[src/rtl/bip_control.sv]
// Control unit for a small accumulator processor: owns the program counter
// and decodes the 16-bit instruction into datapath selects and RAM strobes.
module bip_control #(
  parameter int unsigned ADDR_WIDTH   = 11,
  parameter int unsigned OPCODE_WIDTH = 5
) (
  input  logic                                 clk,
  input  logic                                 rst,
  input  logic [OPCODE_WIDTH+ADDR_WIDTH-1:0]   instruction,
  output logic [ADDR_WIDTH-1:0]                program_counter,
  output logic [ADDR_WIDTH-1:0]                data_address,
  output logic [1:0]                           SelA,
  output logic                                 SelB,
  output logic                                 WrAcc,
  output logic                                 Op,
  output logic                                 WrRam,
  output logic                                 RdRam
);

  localparam int unsigned INSTR_WIDTH = OPCODE_WIDTH + ADDR_WIDTH;

  localparam logic [OPCODE_WIDTH-1:0] OP_HLT  = OPCODE_WIDTH'(0);
  localparam logic [OPCODE_WIDTH-1:0] OP_STO  = OPCODE_WIDTH'(1);
  localparam logic [OPCODE_WIDTH-1:0] OP_LD   = OPCODE_WIDTH'(2);
  localparam logic [OPCODE_WIDTH-1:0] OP_LDI  = OPCODE_WIDTH'(3);
  localparam logic [OPCODE_WIDTH-1:0] OP_ADD  = OPCODE_WIDTH'(4);
  localparam logic [OPCODE_WIDTH-1:0] OP_ADDI = OPCODE_WIDTH'(5);
  localparam logic [OPCODE_WIDTH-1:0] OP_SUB  = OPCODE_WIDTH'(6);
  localparam logic [OPCODE_WIDTH-1:0] OP_SUBI = OPCODE_WIDTH'(7);

  localparam logic [1:0] SEL_RAM = 2'b00;
  localparam logic [1:0] SEL_IMM = 2'b01;
  localparam logic [1:0] SEL_ALU = 2'b10;

  logic [OPCODE_WIDTH-1:0] opcode;

  assign opcode       = instruction[INSTR_WIDTH-1 -: OPCODE_WIDTH];
  assign data_address = instruction[ADDR_WIDTH-1:0];

  // PC advances every edge except while a HLT opcode is presented; wraps naturally.
  always_ff @(posedge clk or negedge rst) begin
    if (!rst) begin
      program_counter <= '0;
    end else if (opcode != OP_HLT) begin
      program_counter <= program_counter + ADDR_WIDTH'(1);
    end
  end

  // Zero-latency decode; everything forced low while reset is held.
  always_comb begin
    SelA  = SEL_RAM;
    SelB  = 1'b0;
    WrAcc = 1'b0;
    Op    = 1'b0;
    WrRam = 1'b0;
    RdRam = 1'b0;
    if (rst) begin
      case (opcode)
        OP_STO: begin
          WrRam = 1'b1;
        end
        OP_LD: begin
          WrAcc = 1'b1;
          RdRam = 1'b1;
        end
        OP_LDI: begin
          SelA  = SEL_IMM;
          WrAcc = 1'b1;
        end
        OP_ADD: begin
          SelA  = SEL_ALU;
          WrAcc = 1'b1;
          RdRam = 1'b1;
        end
        OP_ADDI: begin
          SelA  = SEL_ALU;
          SelB  = 1'b1;
          WrAcc = 1'b1;
        end
        OP_SUB: begin
          SelA  = SEL_ALU;
          Op    = 1'b1;
          WrAcc = 1'b1;
          RdRam = 1'b1;
        end
        OP_SUBI: begin
          SelA  = SEL_ALU;
          SelB  = 1'b1;
          Op    = 1'b1;
          WrAcc = 1'b1;
        end
        default: ;
      endcase
    end
  end

endmodule

[config.mk]
export PLATFORM = sky130hd
export DESIGN_NAME = bip_control
export DESIGN_NICKNAME = d
export VERILOG_FILES = /design/src/rtl/bip_control.sv
export SDC_FILE = /design/constraint.sdc
export NUM_CORES = 1
export LEC_CHECK = 0
export ABC_AREA = 1
export BUFFER_PORTS_ARGS = -buffer_cell sky130_fd_sc_hd__buf_2
export CAP_MARGIN = 20
export CORE_MARGIN = 2
export CORE_UTILIZATION = 44
export DETAILED_ROUTE_END_ITERATION = 12
export GPL_ROUTABILITY_DRIVEN = 1
export GPL_TIMING_DRIVEN = 0
export PLACE_DENSITY = 0.8
export SYNTH_ARGS = -nofsm -noshare
export SYNTH_HDL_FRONTEND = slang
export SYNTH_SLANG_ARGS = --single-unit
[constraint.sdc]
create_clock -name clk -period 2.5 [get_ports clk]
set_input_delay 0 -clock clk [delete_from_list [all_inputs] [get_ports clk]]
set_output_delay 0 -clock clk [all_outputs]
set_load 0.02 [all_outputs]
==> impl_results.md, run 1 <==
* Synth top area share at 36.9%
* Reg-to-Reg End: program_counter[8]
* 1st-iter DRT viols at 7
* Placed Cells at ~150
* Status: completed
* Die Wd at ~45 µm
* Leak pwr at 0.000534 µW
* Remaining antenna violation count after routing at 0
* Final Max Tran Viols at 0
* Placed inst area at 941 µm²
* Syn. warnings at 0
* Gr usage total at 16.1%
* Avg Cell Area, Syn at 7.85 µm²
* Synth area leaders: dfrtp_1 37%, buf_4 11%, nand2_1 10%
* Max Root-Sink Buffers at 2
* Setup tns final at 0 ns
* Core area at approximately 1500 µm²
* Remaining DRCs at 0
* Diodes inserted at 0
* FF/Latch Area at 275 µm²
* Crit end category: output port
* Reg with most FFs: program_counter
* Crit path DAT at 1.33 ns
* GPL Wtd Cong at around 0.76
* Clk Latency, worst-skew pair at 0.27 ns
* Die span in y at 45.2 µm
* Cell Count, Final, Fillers Out at 151
* Clk sinks at 11
* H-tree lvl count at 1
* Maximum vdd drop at 583 µV
* Count of final hold-check violations at 0
* Fill cells at approximately 150
* Worst-Margin Slew at a little under 0.3 ns
* Worst Setup Start Kind: input pin
* Clock Pin Slew Worst Setup and Hold Paths at ~0.070 ns
* Clock Skews at 0.00268 ns
* Worst reg-to-reg setup slack at between 1 and 1.5 ns
* Final worst path period share at 53.1%
* Final nets at 155
* Cell area after layout at just under 1000 µm²
* First-pass DRT Iterations at 4
* #FFs+latches synth at 11
* TritonCTS clock tree: done
* Clk root buf: clkbuf_4
* Via Count at 704
* WL final at 1470 µm
* Critical path class: in2out
* Reg-to-reg critical path startpoint: program_counter[0]
* Post-CTS sizing at 0
* Worst min-delay path category: in2async
* Post-synthesis sequential area ratio at 36.9%
* Pwr Density at ~830 nW/µm²
* Port-buffer cells at 35
* Max Fclk at 0.753 GHz
* CP Max Fanout at 14
* Area Overhead vs Synth at 31.0%
* Final min period at 1.33 ns
* Synth Instances at 95
* Depth of the most critical reg-to-reg path at 6
* Std cell rows at 14
* # IOs at 47
* Top Registers: program_counter: 11 flops
* Initial antenna violation count at 0
* Unique masters post-synth at 20
* Worst EP required at 2.50 ns
* Total power at about 810 µW
* Grt total ovfl at 0
* Post-DR vias/cell at ~4.7
* CTS Hold Bufs at 1
* Initial Util at 48.4%
* First-pass GRT wire length at 2370 µm
* Largest register FFs at 11
* Yosys top cell by area: dfrtp_1
* Largest net degree at the start of global routing at 15
* Multi-input gate area at between 300 and 400 µm²
* Number of global-route vias before repair at between 600 and 700
* Num CTS Buffers at 3
* Setup violators final at 0
* Synth Cell Area at 746 µm²
* RSZ-0062 raised after global routing: no
* Post-Syn Nets at around 110
* Postcts setup bufs at 0
* Die ar. at 2040 µm²
* Layout cell share with drive strength beyond 1 at 45.2%
* Slew margin rel. at 80.2%
* Max-Cap Viols at 0
* DPL Wire Length at ~1200 µm
* Routed length per instance at about 9.7 µm
[synthesized netlist by cell type]
| cell type | n |
|---|---|
| nand2_1 | 20 |
| inv_1 | 12 |
| buf_4 | 11 |
| dfrtp_1 | 11 |
| nor2_1 | 7 |
| nand3_1 | 5 |
| o21ai_1 | 5 |
| nor2_2 | 4 |
| nand2_2 | 3 |
| nand4_1 | 3 |
| xnor2_1 | 3 |
| xor2_1 | 3 |
| a21oi_1 | 1 |
| buf_6 | 1 |
| ha_1 | 1 |
| inv_2 | 1 |
| nand3_2 | 1 |
| nand3_4 | 1 |
| nor2_4 | 1 |
| nor3_1 | 1 |
[critical path, stage by stage]
cell	delay, ns
dlygate4sd3_1	0.52
buf_2	0.29
nand4_1	0.19
a21oi_1	0.15
buf_2	0.17
[how the worst max path moves through the flow]
stage,from,end,slack (ns),depth (start not counted)
2_1_floorplan,program_counter[0],program_counter[8],1.18,6
3_3_place_gp,program_counter[0],program_counter[8],1.25,6
3_5_place_dp,program_counter[0],program_counter[8],1.23,6
4_1_cts,rst,RdRam,1.15,5
5_1_grt,rst,RdRam,1.07,5
6_report,rst,RdRam,1.17,5
[layer usage]
layer | up-vias | wire length, µm | GRT usage [%]
met1 | 298 | 597 | 17.4
met5 | - | 0 | 0
li1 | 367 | - | -
met4 | 0 | 13 | 5.29
met3 | 2 | 156 | 6.40
met2 | 37 | 701 | 28.6
[through the flow]
step | hold slack (ns) | utilization, % | setup slack (ns)
2_1_floorplan | -0.296 | - | 1.18
5_1_grt | 0.159 | 63.4 | 1.07
3_3_place_gp | -0.100 | 61.0 | 1.25
6_report | 0.144 | 63.4 | 1.17
4_1_cts | 0.142 | 63.4 | 1.15
3_5_place_dp | -0.0978 | 61.0 | 1.23
[cell usage in the layout, fill, tap and decap left out]
master         count
a21oi_1            1
buf_2             35
buf_4             11
buf_6              1
clkbuf_1           1
clkbuf_4           3
dfrtp_1           11
dlygate4sd3_1      1
ha_1               1
inv_1             12
inv_2              1
nand2_1           20
nand2_2            3
nand3_1            5
nand3_2            1
nand3_4            1
nand4_1            3
nor2_1             7
nor2_2             4
nor2_4             1
nor3_1             1
o21ai_1            5
xnor2_1            3
xor2_1             3
[final cells by class]
cell class,instances,share of cell area (%)
Multi-Input combinational cell,59,33.5
Clock buffer,4,2.69
Buffer,12,9.60
Timing Repair Buffer,36,19.0
Tap cell,16,2.05
Sequential cell,11,28.2
Inverter,13,4.99
[power breakdown]
group / switching, µW / internal (µW) / leakage [µW]
clock: 60.5 / 61.8 / 0.0000150
sequential: 79.6 / 242 / 0.000130
combinational: 221 / 149 / 0.000389
[cell families (layout without fill, tap and decap cells)]
kind of cell               count (synthesis)  in the layout  share of synthesized area, %
AOI/OAI and AO/OA                          6              6                          4.03
DFF                                       11             11                          36.9
and+or+nand+nor                           46             46                          31.2
buffers and inverters                     25             65                          19.1
xor gates and xnor gates                   6              6                          7.05
adders and majority gates                  1              1                          1.68
Power figures use the tool's default switching activity.
==> run 2: changes to the inputs <==
CORE_UTILIZATION = 41   (was 44)
PLACE_DENSITY = 0.75   (was 0.8)
clock period = 1.4 ns   (was 2.5 ns; I/O delays follow)
==> impl_results.md, run 2 (synthesized netlist as in run 1, its figures left out) <==
* First-pass GRT wire length at 2110 µm (-11%)
* Critical path class: reg2reg
* Clk root buf: clkbuf_4
* Clk Latency, worst-skew pair at 0.27 ns (about the same)
* Worst Setup Start Kind: register
* Max Fclk at just under 0.8 GHz
* RSZ-0062 raised after global routing: no
* Met3 track demand over resource at 3.53% (-2.9 points)
* Largest register FFs at 11 (unchanged)
* DPL Wire Length at 1180 µm (-0.89%)
* Remaining DRCs at 0 (unchanged)
* Most common cell after layout, fill and taps aside: buf_2
* Pwr Density at 1490 nW/µm² (+79%)
* Setup violators final at 0 (unchanged)
* Slew margin rel. at 86.8% (+6.6 points)
* Via Count at 716 (+1.7%)
* Routed length per instance at 9.43 µm (-3.0%)
* Worst-Margin Slew at 0.198 ns (-0.0984 ns)
* Worst min-delay path category: in2async
* Max Root-Sink Buffers at 2 (unchanged)
* Final Max Tran Viols at 0 (unchanged)
* Leak pwr at 0.000544 µW (+1.9%)
* Worst EP required at 1.56 ns (-0.94 ns)
* H-tree lvl count at 1 (unchanged)
* CP max stage delay at 0.42 ns (-0.10 ns)
* Area Overhead vs Synth at 34.9%
* Clock Pin Slew Worst Setup and Hold Paths at 0.07 ns (about the same)
* Total power at 1500 µW (+84%)
* Top Registers: program_counter: 11 flops
* Combinational Power Share at 48.0% (+2.5 points)
* NetSw at 652 µW (+81%)
* Port-buffer cells at 35 (unchanged)
* Die Wd at 46.6 µm (+3.3%)
* Worst path buffer plus inverter count at 0 (-3)
* Reg with most FFs: program_counter
* Layout cell share with drive strength beyond 1 at 46.0% (+0.80 points)
* Clock Skews at 0.00330 ns (+0.000617 ns)
* Clk sinks at 11 (unchanged)
* Met2 Track Usage GR at 22.8% (-5.8 points)
* Reg power frac at 37.4% (-2.1 points)
* 1st-iter DRT viols at 6 (-1)
* Max-Cap Viols at 0 (unchanged)
* Die span in y at 46.6 µm (+3.3%)
* Critical-path cell list: ha_1, nand2_1, nor2_2, nand2_2, o21ai_1, nand2_1
* TritonCTS clock tree: done
* Diodes inserted at 0 (unchanged)
* Remaining antenna violation count after routing at 0 (unchanged)
* CP top delay family: flip-flops
* GRT met1 Usage at 16.7% (-0.63 points)
* Core area at 1730 µm² (+12%)
* Maximum vdd drop at 1080 µV (+85%)
* Grt total ovfl at 0 (unchanged)
* Post-DR vias/cell at 4.42 (-5.2%)
* Final nets at 157 (+1.3%)
* Crit end category: register
* Int Pwr at 844 µW (+86%)
* Crit path DAT at 1.45 ns (+0.12 ns)
* Final min period at around 1.3 ns
* CP Max Fanout at 5 (-9)
* Switching part of the total power at 43.6% (-0.79 points)
* Std cell rows at 15 (+1)
* Die ar. at 2180 µm² (+6.6%)
* GPL Wtd Cong at 0.766 (+0.96%)
* First-pass DRT Iterations at 4 (unchanged)
* # IOs at 47 (unchanged)
* Final worst path period share at 92.2%
* Status: completed
* Global routing's busiest layer: met2
* Clk network pwr share at 14.6% (-0.4 points)
* Initial Util at 43.2% (-5.2 points)
* Setup tns final at 0 ns (unchanged)
* WL final at 1530 µm (+4.1%)
* Num CTS Buffers at 3 (unchanged)
* Count of final hold-check violations at 0 (unchanged)
* Largest net degree at the start of global routing at 15 (unchanged)
* Slowest library cell on the worst path: dfrtp_1
* Gr usage total at 13.6% (-2.5 points)
* Initial antenna violation count at 0 (unchanged)
* Most frequent cells in the layout: 34 x buf_2, 20 x nand2_1, 13 x buf_4, 12 x inv_1, 11 x dfrtp_1
* Worst path most repeated cell: nand2_1
* Number of global-route vias before repair at 534 (-12%)
run 2: cell count changes in the layout (fill, tap and decap cells not counted):
| cell | change |
|---|---|
| buf_4 | +2 |
| clkbuf_4 | +1 |
| buf_2 | -1 |
run 2: path summary, 6_finish.rpt:
check	start	to	slack, ns	depth (start not counted)
max	program_counter[1]	program_counter[8]	0.11	6
min	rst	program_counter[2]	0.14	2
max reg2reg	program_counter[1]	program_counter[8]	0.11	6
min reg2reg	program_counter[6]	program_counter[6]	0.52	1
max in group asynchronous	rst	program_counter[8]	1.09	2
min in group clk	instruction[13]	program_counter[5]	0.21	5
run 2: metal layers:
metal	wire length (µm)	vias up
met5	0	-
met4	25	0
met3	105	5
met2	720	30
met1	676	315
li1	-	366
run 2: final cells by class:
cell class	instances	area, µm²
Tap cell	25	31.3
Sequential cell	11	275
Buffer	12	93.8
Clock buffer	4	26.3
Multi-Input combinational cell	59	328
Fill cell	173	721
Timing Repair Buffer	38	203
Inverter	13	48.8
run 2: power groups by stage:
stage	Combinational [µW]	Sequential, µW	Clock (µW)
global route	791	579	239
CTS	670	570	222
floorplan	339	693	0
detailed placement	666	575	0
global placement	645	571	0
finish	718	559	218
run 2: timing repair:
action,in CTS,in global routing
hold endpoints to repair,11,0
endpoints found under the setup margin,0,5
buffers inserted,0,2
gates resized for setup,0,1
hold buffers,1,0
run 2: worst reg2reg max path, stage by stage (launching register included):
cell,delay [ns]
dfrtp_1,0.42
ha_1,0.23
nand2_1,0.08
nor2_2,0.17
nand2_2,0.10
o21ai_1,0.12
nand2_1,0.06
run 2: through the flow:
stage | hold slack, ns | util [%] | instances | setup slack, ns | area (µm²)
5_1_grt | 0.170 | 58.3 | 162 | 0.0143 | 1010
3_5_place_dp | -0.0975 | 55.1 | 155 | 0.117 | 952
4_1_cts | 0.154 | 57.2 | 160 | 0.0407 | 988
6_report | 0.138 | 58.3 | 162 | 0.109 | 1010
2_1_floorplan | -0.296 | - | 95 | 0.0799 | 746
3_3_place_gp | -0.103 | 55.1 | 155 | 0.137 | 952
